[src/rtl/alu_decode_stage.sv]
// alu_decode_stage
// ----------------
// Decode/issue stage in front of the 3-bit-opcode ALU. Raw RV32I words plus
// their register-file operands arrive over a valid/ready handshake, the
// ALU-class subset (R-type, I-type arithmetic/logic/shift, BEQ/BNE) is decoded
// into an operation and two operands, and the result leaves through a
// registered two-entry skid buffer toward the execute stage.
//
// Ports:
//   clk, rst            clock (rising edge) and async active-high reset
//   in_valid/in_ready   input handshake; in_ready is registered (!skid full)
//   instr               RV32I instruction word
//   rs1_data/rs2_data   register-file values for instr[19:15] / instr[24:20]
//   out_valid/out_ready output handshake toward execute
//   alu_op, alu_a/b     ALU operation and operands
//   rd, reg_write       destination register and write-back enable
//   is_branch, br_ne    BEQ/BNE marker and polarity (1 = BNE)
//   illegal             instruction outside the supported subset
//   illegal_count       saturating count of accepted illegal instructions

module alu_decode_stage #(
   parameter int CNT_W = 8
) (
   input  logic             clk,
   input  logic             rst,
   input  logic             in_valid,
   output logic             in_ready,
   input  logic [31:0]      instr,
   input  logic [31:0]      rs1_data,
   input  logic [31:0]      rs2_data,
   output logic             out_valid,
   input  logic             out_ready,
   output logic [2:0]       alu_op,
   output logic [31:0]      alu_a,
   output logic [31:0]      alu_b,
   output logic [4:0]       rd,
   output logic             reg_write,
   output logic             is_branch,
   output logic             br_ne,
   output logic             illegal,
   output logic [CNT_W-1:0] illegal_count
);

   typedef enum logic [2:0] {
      ALU_ADD = 3'b000,
      ALU_SLL = 3'b001,
      ALU_SUB = 3'b010,
      ALU_SRL = 3'b011,
      ALU_XOR = 3'b100,
      ALU_AND = 3'b110,
      ALU_OR  = 3'b111
   } aluOpT;

   typedef struct packed {
      logic [2:0]  op;
      logic [31:0] a;
      logic [31:0] b;
      logic [4:0]  rd;
      logic        regWrite;
      logic        isBranch;
      logic        brNe;
      logic        illegal;
   } bundleT;

   localparam logic [6:0] OPC_R   = 7'b0110011;
   localparam logic [6:0] OPC_I   = 7'b0010011;
   localparam logic [6:0] OPC_BR  = 7'b1100011;
   localparam logic [6:0] F7_ZERO = 7'b0000000;
   localparam logic [6:0] F7_ALT  = 7'b0100000;
   localparam logic [CNT_W-1:0] CNT_MAX = '1;

   logic [6:0]  opcode;
   logic [2:0]  funct3;
   logic [6:0]  funct7;
   logic [31:0] immI;
   logic [31:0] shamt;
   logic        legal;
   bundleT      decBundle;
   bundleT      mainBundle;
   bundleT      skidBundle;
   logic        mainValid;
   logic        skidValid;
   logic        inXfer;
   logic        unusedRs1Field;

   assign opcode = instr[6:0];
   assign funct3 = instr[14:12];
   assign funct7 = instr[31:25];
   assign immI   = {{20{instr[31]}}, instr[31:20]};
   assign shamt  = {27'b0, instr[24:20]};

   // The rs1 index field is already resolved by the register file upstream.
   assign unusedRs1Field = ^instr[19:15];

   assign inXfer = in_valid & in_ready;

   // Combinational decode of the incoming word. Each opcode group fills in
   // operands and marks itself legal; any unsupported encoding falls back to
   // a harmless ADD 0,0 with no write-back so it can still flow downstream.
   always_comb begin
      decBundle = '0;
      legal     = 1'b0;
      case (opcode)
         OPC_R: begin
            decBundle.a  = rs1_data;
            decBundle.b  = rs2_data;
            decBundle.rd = instr[11:7];
            legal        = (funct7 == F7_ZERO);
            case (funct3)
               3'b000: begin
                  decBundle.op = (funct7 == F7_ALT) ? ALU_SUB : ALU_ADD;
                  legal        = (funct7 == F7_ZERO) || (funct7 == F7_ALT);
               end
               3'b001:  decBundle.op = ALU_SLL;
               3'b100:  decBundle.op = ALU_XOR;
               3'b101:  decBundle.op = ALU_SRL;
               3'b110:  decBundle.op = ALU_OR;
               3'b111:  decBundle.op = ALU_AND;
               default: legal = 1'b0;
            endcase
         end
         OPC_I: begin
            decBundle.a  = rs1_data;
            decBundle.b  = immI;
            decBundle.rd = instr[11:7];
            legal        = 1'b1;
            case (funct3)
               3'b000:  decBundle.op = ALU_ADD;
               3'b100:  decBundle.op = ALU_XOR;
               3'b110:  decBundle.op = ALU_OR;
               3'b111:  decBundle.op = ALU_AND;
               3'b001: begin
                  decBundle.op = ALU_SLL;
                  decBundle.b  = shamt;
                  legal        = (funct7 == F7_ZERO);
               end
               3'b101: begin
                  decBundle.op = ALU_SRL;
                  decBundle.b  = shamt;
                  legal        = (funct7 == F7_ZERO);
               end
               default: legal = 1'b0;
            endcase
         end
         OPC_BR: begin
            decBundle.op       = ALU_SUB;
            decBundle.a        = rs1_data;
            decBundle.b        = rs2_data;
            decBundle.isBranch = 1'b1;
            decBundle.brNe     = (funct3 == 3'b001);
            legal              = (funct3 == 3'b000) || (funct3 == 3'b001);
         end
         default: legal = 1'b0;
      endcase

      if (!legal) begin
         decBundle = '0;
      end
      decBundle.illegal  = !legal;
      decBundle.regWrite = legal && !decBundle.isBranch && (decBundle.rd != 5'd0);
   end

   // Two-entry skid buffer. Main feeds the outputs; skid catches the bundle
   // accepted in the same cycle that main is stalled. Because in_ready is just
   // !skidValid, a full skid always has priority when main frees up, which
   // keeps the stream in order without any combinational path from out_ready.
   always_ff @(posedge clk or posedge rst) begin
      if (rst) begin
         mainBundle <= '0;
         skidBundle <= '0;
         mainValid  <= 1'b0;
         skidValid  <= 1'b0;
      end else if (!mainValid || out_ready) begin
         if (skidValid) begin
            mainBundle <= skidBundle;
            mainValid  <= 1'b1;
            skidValid  <= 1'b0;
         end else if (inXfer) begin
            mainBundle <= decBundle;
            mainValid  <= 1'b1;
         end else begin
            mainValid  <= 1'b0;
         end
      end else if (inXfer) begin
         skidBundle <= decBundle;
         skidValid  <= 1'b1;
      end
   end

   // Count accepted illegal words, sticking at the top value instead of
   // wrapping so software can tell "many" from "few".
   always_ff @(posedge clk or posedge rst) begin
      if (rst) begin
         illegal_count <= '0;
      end else if (inXfer && decBundle.illegal && (illegal_count != CNT_MAX)) begin
         illegal_count <= illegal_count + 1'b1;
      end
   end

   assign in_ready  = !skidValid;
   assign out_valid = mainValid;
   assign alu_op    = mainBundle.op;
   assign alu_a     = mainBundle.a;
   assign alu_b     = mainBundle.b;
   assign rd        = mainBundle.rd;
   assign reg_write = mainBundle.regWrite;
   assign is_branch = mainBundle.isBranch;
   assign br_ne     = mainBundle.brNe;
   assign illegal   = mainBundle.illegal;

endmodule

[config.mk]
export PLATFORM = sky130hd
export DESIGN_NAME = alu_decode_stage
export DESIGN_NICKNAME = d
export VERILOG_FILES = /design/src/rtl/alu_decode_stage.sv
export SDC_FILE = /design/constraint.sdc
export NUM_CORES = 1
export LEC_CHECK = 0
export ABC_CLOCK_PERIOD_IN_PS = 6300
export BUFFER_PORTS_ARGS = -buffer_cell sky130_fd_sc_hd__buf_4
export CAP_MARGIN = 10
export CORE_ASPECT_RATIO = 1.1
export CORE_MARGIN = 5
export CORE_UTILIZATION = 50
export CTS_CLUSTER_SIZE = 40
export DETAILED_ROUTE_END_ITERATION = 12
export PLACE_DENSITY = 0.76
export SLEW_MARGIN = 20
export SYNTH_ARGS = -nofsm -noshare
export SYNTH_HDL_FRONTEND = slang
export SYNTH_SLANG_ARGS = --single-unit
[constraint.sdc]
create_clock -name clk -period 6.3 [get_ports clk]
set_input_delay 0.315 -clock clk [delete_from_list [all_inputs] [get_ports clk]]
set_output_delay 0.315 -clock clk [all_outputs]
set_load 0.01 [all_outputs]
; After elaboration in Yosys (flattened, before gate mapping)
; Cells that the tools add are included.
[classes]
bitwise_logic = 2
n_reduce_logical = 22
n_addsub = 1
muxes = 17
eq_ne = 10
[op_table]
columns = cell, n
row1 = $mux 76, 3
row2 = $pmux 67 s3, 1
row3 = $mux 32, 1
row4 = $pmux 3 s6, 1
row5 = $pmux 3 s5, 1
row6 = $eq 7x6->1 const B, 2
row7 = $eq 3x3->1 const B, 4
row8 = $add 8x1->8 const B, 1
row9 = $ne 8x8->1 const B, 1
row10 = $eq 7x5->1 const B, 1
row11 = $eq 7x7->1 const B, 1
row12 = $logic_not 7->1, 1
row13 = $mux 5, 1
row14 = $reduce_bool 5->1, 1
row15 = $reduce_or 5->1, 1
row16 = $logic_and 1x1->1, 4
row17 = $logic_not 1->1, 4
row18 = $mux 1, 4
row19 = $mux 2, 2
row20 = $pmux 1 s2, 2
row21 = $reduce_and 2->1, 2
row22 = $reduce_bool 2->1, 2
row23 = $reduce_or 2->1, 2
row24 = $reduce_or 4->1, 1
row25 = 6 further kinds, 8
[word_totals]
word_cells = 71
input_bits = 100
reg_bits = 162
out_inout_bits = 86

; Depth between registers and ports, before layout
; Gate-level depths: netlist of the first run.
[depth]
depth_word = 10
depth_mapped = 7
ltp_nobuf = 6

; Worst setup path after synthesis of the first run
; Ideal clock, no wire load.
[synth_path]
path_type = input port to flip-flop
startpoint = in instr[2]
endpoint = reg illegal_count[1]
setup_ns = 0.128
setup_slack_ns = 4.307
t_required_ns = 6.172
arrival_ns = 1.866
cell_stages = 6
n_path_buf = 1
cell_sequence = nand4bb_1 a211o_1 o31ai_4 buf_2 nor3_1 mux2_1
[synth_between]
elab_chain_cells = 5
elab_cells_between_ends = 7
cone_classes = 3 x eq/ne / 1 x mux / 3 x reduce/logical
[synth_lines]
columns = element, line_no
row1 = start: declaration, 28  ; input logic [31:0] instr,
row2 = $eq 7x7->1 (tied with other cells), 103  ; case (opcode)
row3 = $pmux 1 s3 *, 103
row4 = $logic_not 1->1 *, 159  ; decBundle.illegal = !legal;
row5 = $logic_and 1x1->1 * (2 in series), 195  ; end else if (inXfer && decBundle.illegal && (illegal_count != CNT_MAX)) begin
row6 = end signal: assignment, 196  ; illegal_count <= illegal_count + 1'b1;
row7 = end: declaration, 41  ; output logic [CNT_W-1:0] illegal_count
; Mark *: on every way between the ends. The rest lies on a longest branch, timed or not.
; A chain may end at the register's enable or synchronous reset.

; Final worst setup path of the first run
[layout_path]
startpoint = in instr[2]
endpoint = reg skidBundle[30] (netlist bit)
[layout_between]
elab_chain_cells = 3
elab_cells_between_ends = 6
cone_classes = 3 x eq/ne / 3 x mux
[layout_lines]
columns = element, line_no
row1 = $eq 7x7->1 (tied with other cells), 103
row2 = $pmux 67 s3 or $pmux 1 s3 (tied branches), 103
row3 = $mux 76 *, 156  ; if (!legal) begin
row4 = end signal: assignment, 185  ; skidBundle <= decBundle;
row5 = end: declaration, 80  ; bundleT skidBundle;
; Marked as above.

==> reports/summary.txt, run 1 <==
Wire length per cell: 18.1 µm
Switching power: 663 µW
Die Span Y: 136 µm
Die area: 17000 µm²
CTS Buf Count: 17
Final Hold Fails: 0
Synth Flop Type: dfrtp_1
Worst R2R End: alu_op[2]
Root Buffer: clkbuf_16
Initial DRC Count: 599
RSZ-0062 raised after global routing: false
Worst r2r path cells: 7
Largest net degree at the start of global routing: 89
Skew final: 6.43 ps
Post-synth EDFFs: 0
Area share of the largest cell type after synthesis: 0.560
P_leak: 0.00439 µW
Initial antenna violation count: 0
Synth Register Bits: 162
Switching part of the total power: 0.259
Hold WS: 37.2 ps
Buffers on Ports: 180
Final Net Count: 1022
Achievable clock frequency: 352 MHz
DRT Pass-1 Iters: 7
Synth warn: 0
Avg Synthesized Cell Area: 9.35 µm²
Sequential power share: 0.449
Synth-to-Final Area Change: 28.5%
GRT overflow: 0
Vias in the first global route: 6438
WP data arrival: 3150 ps
Placed cell area: 8690 µm²
Power Total: 2560 µW
Pre-CTS setup slack: 3030 ps
Routed WL: 20.4 mm
Post-CTS setup buffer count: 0
Starting Density: 0.505
# resized after CTS: 0
Sequential-to-total area share from yosys stat: 0.560
Worst setup SP type: input pin
Synth async-reset ratio: 1.00
Netlist cell types: 44
Flop2flop setup slack: 3800 ps
Minimum clock period: 2840 ps
Pint: 1900 µW
Most frequent cells in the layout: 192 x buf_4, 161 x dfrtp_1, 102 x o21ai_0
Worst-path maximum fanout: 28
Relative slew margins: 0.263
Placer Congestion: 0.845
Antenna diodes: 0
Post-Layout Inst Area: 9300 µm²
CTS tree: yes
Total of max-cap violations: 0
Peak VDD IR: 0.198 mV
Combinational power share: 0.142
TritonCTS Sinks: 162
Cell count after synthesis: 774
Crit path setup slack, layout: 3460 ps
Post-CTS Hold Fix Bufs: 0
Antenna viol nets, final: 0
Die Width: 125 µm
Status: completed
Critical path class: in -> reg
HP Class: in -> async
RR Startpoint: skidValid
Htree depth: 4
P per Cell Area: 275 nW/µm²
Setup violations, final: 0
Final slew viol count: 0
Vias per Instance: 5.74
Via count: 6468
Cell Area, Synth: 7230 µm²
Ranking of synthesized cells by area: dfrtp_1 56%, o21ai_0 7.1%, a21oi_1 6.6%
Part of the cycle the worst path needs: 0.451
Setup_tns: 0 ps
Critical path required time: 6610 ps
Rows: 46
IO Count: 186
Clock power share: 0.409
Clock Path Buffers: 2
Clock Latency Late Sink: 430 ps
# DRC: 0
Clock Pin Slew Worst Setup and Hold Paths: 60 ps
Mapped Nets: 875
First-pass GRT wire length: 33.3 mm
GRT Overall Usage: 0.242
Post-synth top area cell: dfrtp_1
Commonest non-fill, non-tap cell in the layout: buf_4
Critical Path End Type: register
Worst slew pin tran: 1110 ps
Core area: 14300 µm²
Post-DP HPWL: 12.6 mm
Layout cell share with drive strength beyond 1: 0.251
==> cell type report <==
cell class	count	area (µm²)
Sequential cell	162	4060
Inverter	3	16.3
Timing Repair Buffer	193	1450
Fill cell	1178	5030
Multi-Input combinational cell	544	2940
Clock inverter	11	135
Clock buffer	21	460
Tap cell	192	240
==> metal layers <==
layer  global-route usage  part of all wire  routed length (µm)
met5                    0                 0                   0
met4               0.0792             0.017                 343
met3               0.0511             0.058                1190
met2                0.392              0.50               10100
met1                0.329              0.43                8690
==> synthesized netlist by cell type, drive strengths merged (3+ instances only) <==
cell / n
dfrtp: 162
o21ai: 135
nand2: 96
a21oi: 95
clkbuf: 57
and3: 46
nor2: 42
o31ai: 32
o22ai: 29
buf: 8
xor2: 8
a22o: 6
nand3: 6
a22oi: 5
nand2b: 4
nand4: 4
nor2b: 4
nor3: 4
nor4: 4
and2: 3
inv: 3
==> state kept, by name, indices dropped and copies added (netlist names) <==
signal and count:
alu_op 3, reg_write 1, rd 5, is_branch 1
br_ne 1, alu_b 32, skidValid 1, skidBundle 76
illegal_count 8, alu_a 32, illegal 1, out_valid 1
==> metrics by stage <==
| stage | utilization | std cells |
|---|---|---|
| final | 0.649 | 1126 |
| after floorplan | - | 774 |
| after global placement | 0.606 | 1093 |
| after detailed placement | 0.606 | 1093 |
| after CTS | 0.648 | 1125 |
| after global routing | 0.649 | 1126 |
==> worst max-delay path, cell delays in order <==
cell	delay (ps)
buf_4	110
nand4bb_1	290
a211o_1	410
o31ai_4	940
buf_4	450
nor2_2	50
buf_4	250
o31ai_1	310
==> power groups by stage <==
stage	Sequential (µW)	Combinational [µW]	Clock (µW)
2_1_floorplan	1180	153	0
3_3_place_gp	1160	363	0
3_5_place_dp	1160	367	0
4_1_cts	1150	368	1060
5_1_grt	1160	399	1110
6_report	1150	364	1050
==> cell families after synthesis <==
family,count (synthesis),share of synthesized area
compound gates,311,0.243
mux,1,0.00156
simple gates,223,0.147
fa+ha+maj,1,0.00173
buf+inv,68,0.0368
xor+xnor,8,0.00969
flops,162,0.560
==> worst max path at each step <==
stage | to | slack, ps | cells after the start | from
4_1_cts | skidBundle[30] | 3420 | 8 | instr[2]
5_1_grt | skidBundle[30] | 3260 | 8 | instr[2]
3_3_place_gp | alu_b[31] | 3070 | 8 | instr[2]
2_1_floorplan | alu_a[0] | 1610 | 1 | rst
3_5_place_dp | alu_b[31] | 3030 | 8 | instr[2]
6_report | skidBundle[30] | 3460 | 8 | instr[2]
(Power assumes the default switching activity.)
==> inputs of run 2 (changes only) <==
--- a/config.mk
+++ b/config.mk
@@ -5,7 +5,7 @@
 export SDC_FILE = /design/constraint.sdc
 export NUM_CORES = 1
 export LEC_CHECK = 0
-export ABC_CLOCK_PERIOD_IN_PS = 6300
+export ABC_CLOCK_PERIOD_IN_PS = 2790
 export BUFFER_PORTS_ARGS = -buffer_cell sky130_fd_sc_hd__buf_4
 export CAP_MARGIN = 10
 export CORE_ASPECT_RATIO = 1.1
==> constraint.sdc (replaced) <==
create_clock -name clk -period 2.79 [get_ports clk]
set_input_delay 0.1395 -clock clk [delete_from_list [all_inputs] [get_ports clk]]
set_output_delay 0.1395 -clock clk [all_outputs]
set_load 0.01 [all_outputs]
==> reports/summary.txt, run 2 (same netlist as run 1, synthesis figures left out) <==
Placer Congestion: 0.851 (+0.63%)
Detail Route met2 WL: 10.1 mm (-0.33%)
GRT Overall Usage: 0.243 (+0.00118)
Relative slew margins: 0.420 (+0.157)
Post-CTS setup buffer count: 0 (unchanged)
Starting Density: 0.505 (unchanged)
First-pass GRT wire length: 33.3 mm (about the same)
Worst slew pin tran: 869 ps (-236 ps)
CTS Buf Count: 17 (unchanged)
Via count: 6550 (+1.3%)
TritonCTS Sinks: 162 (unchanged)
Skew final: 7.51 ps (+1.08 ps)
P per Cell Area: 598 nW/µm² (+120%)
Initial antenna violation count: 0 (unchanged)
Reg with most FFs: skidBundle
Buffers on Ports: 180 (unchanged)
Vias per Instance: 5.76 (+0.29%)
Wl on met1: 8.64 mm (-0.56%)
Peak VDD IR: 0.460 mV (+130%)
Total of max-cap violations: 0 (unchanged)
Clock Latency Late Sink: 420 ps (about the same)
Post-Layout Inst Area: 9410 µm² (+1.3%)
Worst-path maximum fanout: 54 (+93%)
Layout cell share with drive strength beyond 1: 0.250 (-0.000800)
Setup violations, final: 0 (unchanged)
Die Span Y: 136 µm (unchanged)
Core area: 14300 µm² (unchanged)
RSZ-0062 raised after global routing: false
Placed cell area: 8800 µm² (+1.3%)
Wire length on met3: 1.01 mm (-15%)
CTS tree: yes
Rows: 46 (unchanged)
Die area: 17000 µm² (unchanged)
Routed WL: 20.4 mm (about the same)
Part of the cycle the worst path needs: 0.755
Final slew viol count: 0 (unchanged)
Root Buffer: clkbuf_16
Top routing layer in use: met4
Initial DRC Count: 518 (-14%)
Max reg flops: 76 (unchanged)
Setup_tns: 0 ps (unchanged)
Vias in the first global route: 6506 (+1.1%)
GRT overflow: 0 (unchanged)
Antenna diodes: 0 (unchanged)
HP Class: in -> reg
Core Util, Final: 0.657 (+0.00812)
Achievable clock frequency: 475 MHz
Final Hold Fails: 0 (unchanged)
Status: completed
Critical path required time: 3120 ps (-3490 ps)
Largest net degree at the start of global routing: 76 (-15%)
Final Net Count: 1036 (+1.4%)
Critical path class: reg -> reg
Htree depth: 4 (unchanged)
Clock Path Buffers: 2 (unchanged)
Critical Path End Type: register
Worst setup SP type: register
Antenna viol nets, final: 0 (unchanged)
Clock Pin Slew Worst Setup and Hold Paths: 60 ps (about the same)
DRT Pass-1 Iters: 5 (-2)
Post-DP HPWL: 13.0 mm (+3.7%)
# DRC: 0 (unchanged)
IO Count: 186 (unchanged)
Commonest non-fill, non-tap cell in the layout: buf_4
P_leak: 0.00445 µW (+1.4%)
# resized after CTS: 0 (unchanged)
Wire length per cell: 17.9 µm (-0.89%)
Minimum clock period: 2110 ps
Die Width: 125 µm (unchanged)
WP data arrival: 2440 ps (-710 ps)
Hold WS: 17.9 ps (-19.3 ps)
Synth-to-Final Area Change: 30.1%
Post-CTS Hold Fix Bufs: 7 (+7)
Most frequent cells in the layout: 196 x buf_4, 161 x dfrtp_1, 102 x o21ai_0
==> run 2: cell types whose count changed in the layout (fill, tap and decap cells not counted), moves of 2 or more <==
cell,before,now
buf_12,0,4
buf_4,192,196
bufinv_16,3,1
clkbuf_8,2,4
clkinv_2,6,3
dlygate4sd3_1,0,7
==> run 2: cell type report <==
| class | count | area, µm² |
|---|---|---|
| repair buffers | 207 | 1620 |
| inverters | 3 | 15.0 |
| clock buffers | 24 | 492 |
| fillers | 1212 | 4920 |
| clock inverters | 5 | 53.8 |
| flip-flops and latches | 162 | 4060 |
| multi-input cells | 544 | 2940 |
| well taps | 192 | 240 |
==> run 2: critical path, cell delays in order (launching register included) <==
cell	delay, ps
dfrtp_2	380
buf_4	470
nor2_1	180
nor2_2	130
nand2_1	350
buf_12	310
o21ai_0	170
==> run 2: metrics by stage <==
| stage | std cells | setup WS, ps | total power, µW |
|---|---|---|---|
| finish | 1137 | 684 | 5620 |
| floorplan | 774 | 594 | 3020 |
| global placement | 1101 | 574 | 3460 |
| global route | 1137 | 446 | 5860 |
| detailed placement | 1101 | 481 | 3480 |
| CTS | 1137 | 678 | 5660 |
==> run 2: power by group <==
part	switching (µW)	total, µW	internal (µW)
combinational	468	848	379
clock	878	2180	1310
sequential	114	2590	2480
total	1460	5620	4160
==> run 2: worst paths after layout <==
kind,cells past startpoint,to,slack (ps),startpoint
min in group asynchronous,3,alu_b[24],290,rst
worst min register to register,2,skidBundle[53],470,skidBundle[53]
worst max-delay path,6,alu_a[18],680,skidValid
worst max register to register,6,alu_a[18],680,skidValid
max in group asynchronous,4,alu_a[3],1770,rst
worst min-delay path,3,alu_a[11],20,rs1_data[11]
==> run 2: per-layer routing <==
metal	up-vias	GRT usage
met5	-	0
met3	37	0.0542
li1	3087	-
met1	3222	0.319
met4	0	0.103
met2	204	0.393
==> inputs of run 3 (changes only) <==
--- a/config.mk
+++ b/config.mk
@@ -5,12 +5,12 @@
 export SDC_FILE = /design/constraint.sdc
 export NUM_CORES = 1
 export LEC_CHECK = 0
-export ABC_CLOCK_PERIOD_IN_PS = 2790
+export ABC_CLOCK_PERIOD_IN_PS = 1800
 export BUFFER_PORTS_ARGS = -buffer_cell sky130_fd_sc_hd__buf_4
 export CAP_MARGIN = 10
 export CORE_ASPECT_RATIO = 1.1
 export CORE_MARGIN = 5
-export CORE_UTILIZATION = 50
+export CORE_UTILIZATION = 48
 export CTS_CLUSTER_SIZE = 40
 export DETAILED_ROUTE_END_ITERATION = 12
 export PLACE_DENSITY = 0.76
==> constraint.sdc (replaced) <==
create_clock -name clk -period 1.8 [get_ports clk]
set_input_delay 0.09 -clock clk [delete_from_list [all_inputs] [get_ports clk]]
set_output_delay 0.09 -clock clk [all_outputs]
set_load 0.01 [all_outputs]
==> reports/summary.txt, run 3 (same netlist as run 1, synthesis figures left out) <==
Post-DP HPWL: 14.1 mm (+8.4%)
Die Width: 127 µm (+1.9%)
P per Cell Area: 926 nW/µm² (+55%)
Largest net degree at the start of global routing: 76 (unchanged)
Skew final: 8.30 ps (+0.794 ps)
Clock Pin Slew Worst Setup and Hold Paths: 60 ps (about the same)
Post-Layout Inst Area: 10300 µm² (+9.4%)
First-pass GRT wire length: 35.1 mm (+5.5%)
Detail Route met2 WL: 10.6 mm (+5.2%)
Core Util, Final: 0.689 (+0.0327)
Worst slew pin tran: 456 ps (-414 ps)
Hold path startpoint: rs1_data[31]
GRT overflow: 0 (unchanged)
Total of max-cap violations: 0 (unchanged)
Critical path required time: 2100 ps (-1020 ps)
Buffers on Ports: 180 (unchanged)
Vias in the first global route: 6986 (+7.4%)
DRT Pass-1 Iters: 5 (unchanged)
Wire length on met3: 1.31 mm (+29%)
Core area: 14900 µm² (+4.2%)
CTS tree: yes
Relative slew margins: 0.696 (+0.275)
Part of the cycle the worst path needs: 0.919 (+0.164)
Critical path class: reg -> reg
Initial antenna violation count: 0 (unchanged)
Initial DRC Count: 551 (+6.4%)
Setup violations, final: 0 (unchanged)
Max reg flops: 76 (unchanged)
Worst setup SP type: register
Reg with most FFs: skidBundle
Root Buffer: clkbuf_16
Layout cell share with drive strength beyond 1: 0.268 (+0.0183)
WP data arrival: 1950 ps (-490 ps)
Antenna diodes: 0 (unchanged)
Peak VDD IR: 0.720 mV (+57%)
Antenna viol nets, final: 0 (unchanged)
Worst-path maximum fanout: 7 (-87%)
Achievable clock frequency: 604 MHz (+27%)
Die Span Y: 139 µm (+1.9%)
Power Total: 9540 µW (+70%)
Worst R2R End: illegal_count[1]
Most frequent cells in the layout: 209 x buf_4, 161 x dfrtp_1, 102 x o21ai_0
Top routing layer in use: met4
Status: completed
Wl on met1: 8.96 mm (+3.7%)
Hold WS: 20.6 ps (+2.75 ps)
RSZ-0062 raised after global routing: false
Synth-to-Final Area Change: 42.4%
Vias per Instance: 5.65 (-2.0%)
Starting Density: 0.484 (-0.0205)
CTS Buf Count: 17 (unchanged)
HP Class: in -> reg
Wire length per cell: 18.0 µm (+0.60%)
Commonest non-fill, non-tap cell in the layout: buf_4
Rows: 47 (+2.2%)
Final Net Count: 1099 (+6.1%)
Worst r2r path cells: 5 (-1)
Worst Hold Depth: 3 (unchanged)
Htree depth: 4 (unchanged)
TritonCTS Sinks: 162 (unchanged)
Via count: 6817 (+4.1%)
RR Startpoint: illegal_count[1]
Final slew viol count: 0 (unchanged)
Critical Path End Type: register
Clock Path Buffers: 2 (unchanged)
Post-CTS setup buffer count: 0 (unchanged)
Routed WL: 21.8 mm (+6.8%)
Placer Congestion: 0.827 (-2.7%)
Endpoint, Worst Hold: skidBundle[72]
IO Count: 186 (unchanged)
Clock Latency Late Sink: 420 ps (about the same)
GRT Overall Usage: 0.247 (+0.00368)
Flop2flop setup slack: 150 ps (-540 ps)
P_leak: 0.00486 µW (+9.2%)
Final Hold Fails: 0 (unchanged)
Minimum clock period: 1650 ps (-452 ps)
Placed cell area: 9220 µm² (+4.8%)
# DRC: 0 (unchanged)
Die area: 17600 µm² (+3.8%)
==> run 3: critical path, stage by stage (launching register included) <==
cell and delay [ps]:
dfrtp_1 410, ha_1 240, nand3_1 110, o21ai_2 110, nor3_1 300, mux2_1 360
==> run 3: how the worst max path moves through the flow <==
| stage | slack, ps | to | cells after the start | start |
|---|---|---|---|---|
| 3_5_place_dp | -180 | rd[0] | 8 | instr[2] |
| 6_report | 150 | illegal_count[1] | 5 | illegal_count[1] |
| 5_1_grt | 20 | illegal_count[5] | 6 | illegal_count[1] |
| 3_3_place_gp | -70 | illegal_count[1] | 7 | instr[2] |
| 2_1_floorplan | -350 | alu_a[0] | 1 | rst |
| 4_1_cts | 90 | illegal_count[1] | 5 | illegal_count[1] |
==> run 3: layer usage <==
layer,track usage,vias to the layer above
met1,0.319,3283
met4,0.117,0
li1,-,3214
met2,0.396,261
met3,0.0532,59
met5,0,-
==> run 3: timing repair <==
| item | 4_1_cts | 5_1_grt |
|---|---|---|
| hold buffers | 41 | 0 |
| resized for setup | 0 | 3 |
| endpoints found under the setup margin | 0 | 6 |
| hold endpoints to repair | 79 | 0 |
==> run 3: final cells by class <==
| class | count | area (µm²) |
|---|---|---|
| inverters | 3 | 15.0 |
| well taps | 196 | 245 |
| repair buffers | 270 | 2380 |
| multi-input cells | 544 | 2940 |
| flip-flops and latches | 162 | 4060 |
| clock inverters | 11 | 209 |
| clock buffers | 21 | 450 |
| fillers | 1209 | 4640 |
==> run 3: through the flow <==
step / setup TNS, ps / cells / setup WS (ps)
2_1_floorplan: -56180 / 774 / -347
3_3_place_gp: -3470 / 1134 / -70.0
3_5_place_dp: -8580 / 1134 / -183
4_1_cts: 0 / 1207 / 91.7
5_1_grt: 0 / 1207 / 22.8
6_report: 0 / 1207 / 145
==> run 3: where the power goes <==
| part | internal [µW] | total [µW] | switching [µW] |
|---|---|---|---|
| combinational | 700 | 1480 | 776 |
| sequential | 3840 | 4020 | 181 |
| clock | 2630 | 4040 | 1410 |
| total | 7170 | 9540 | 2370 |
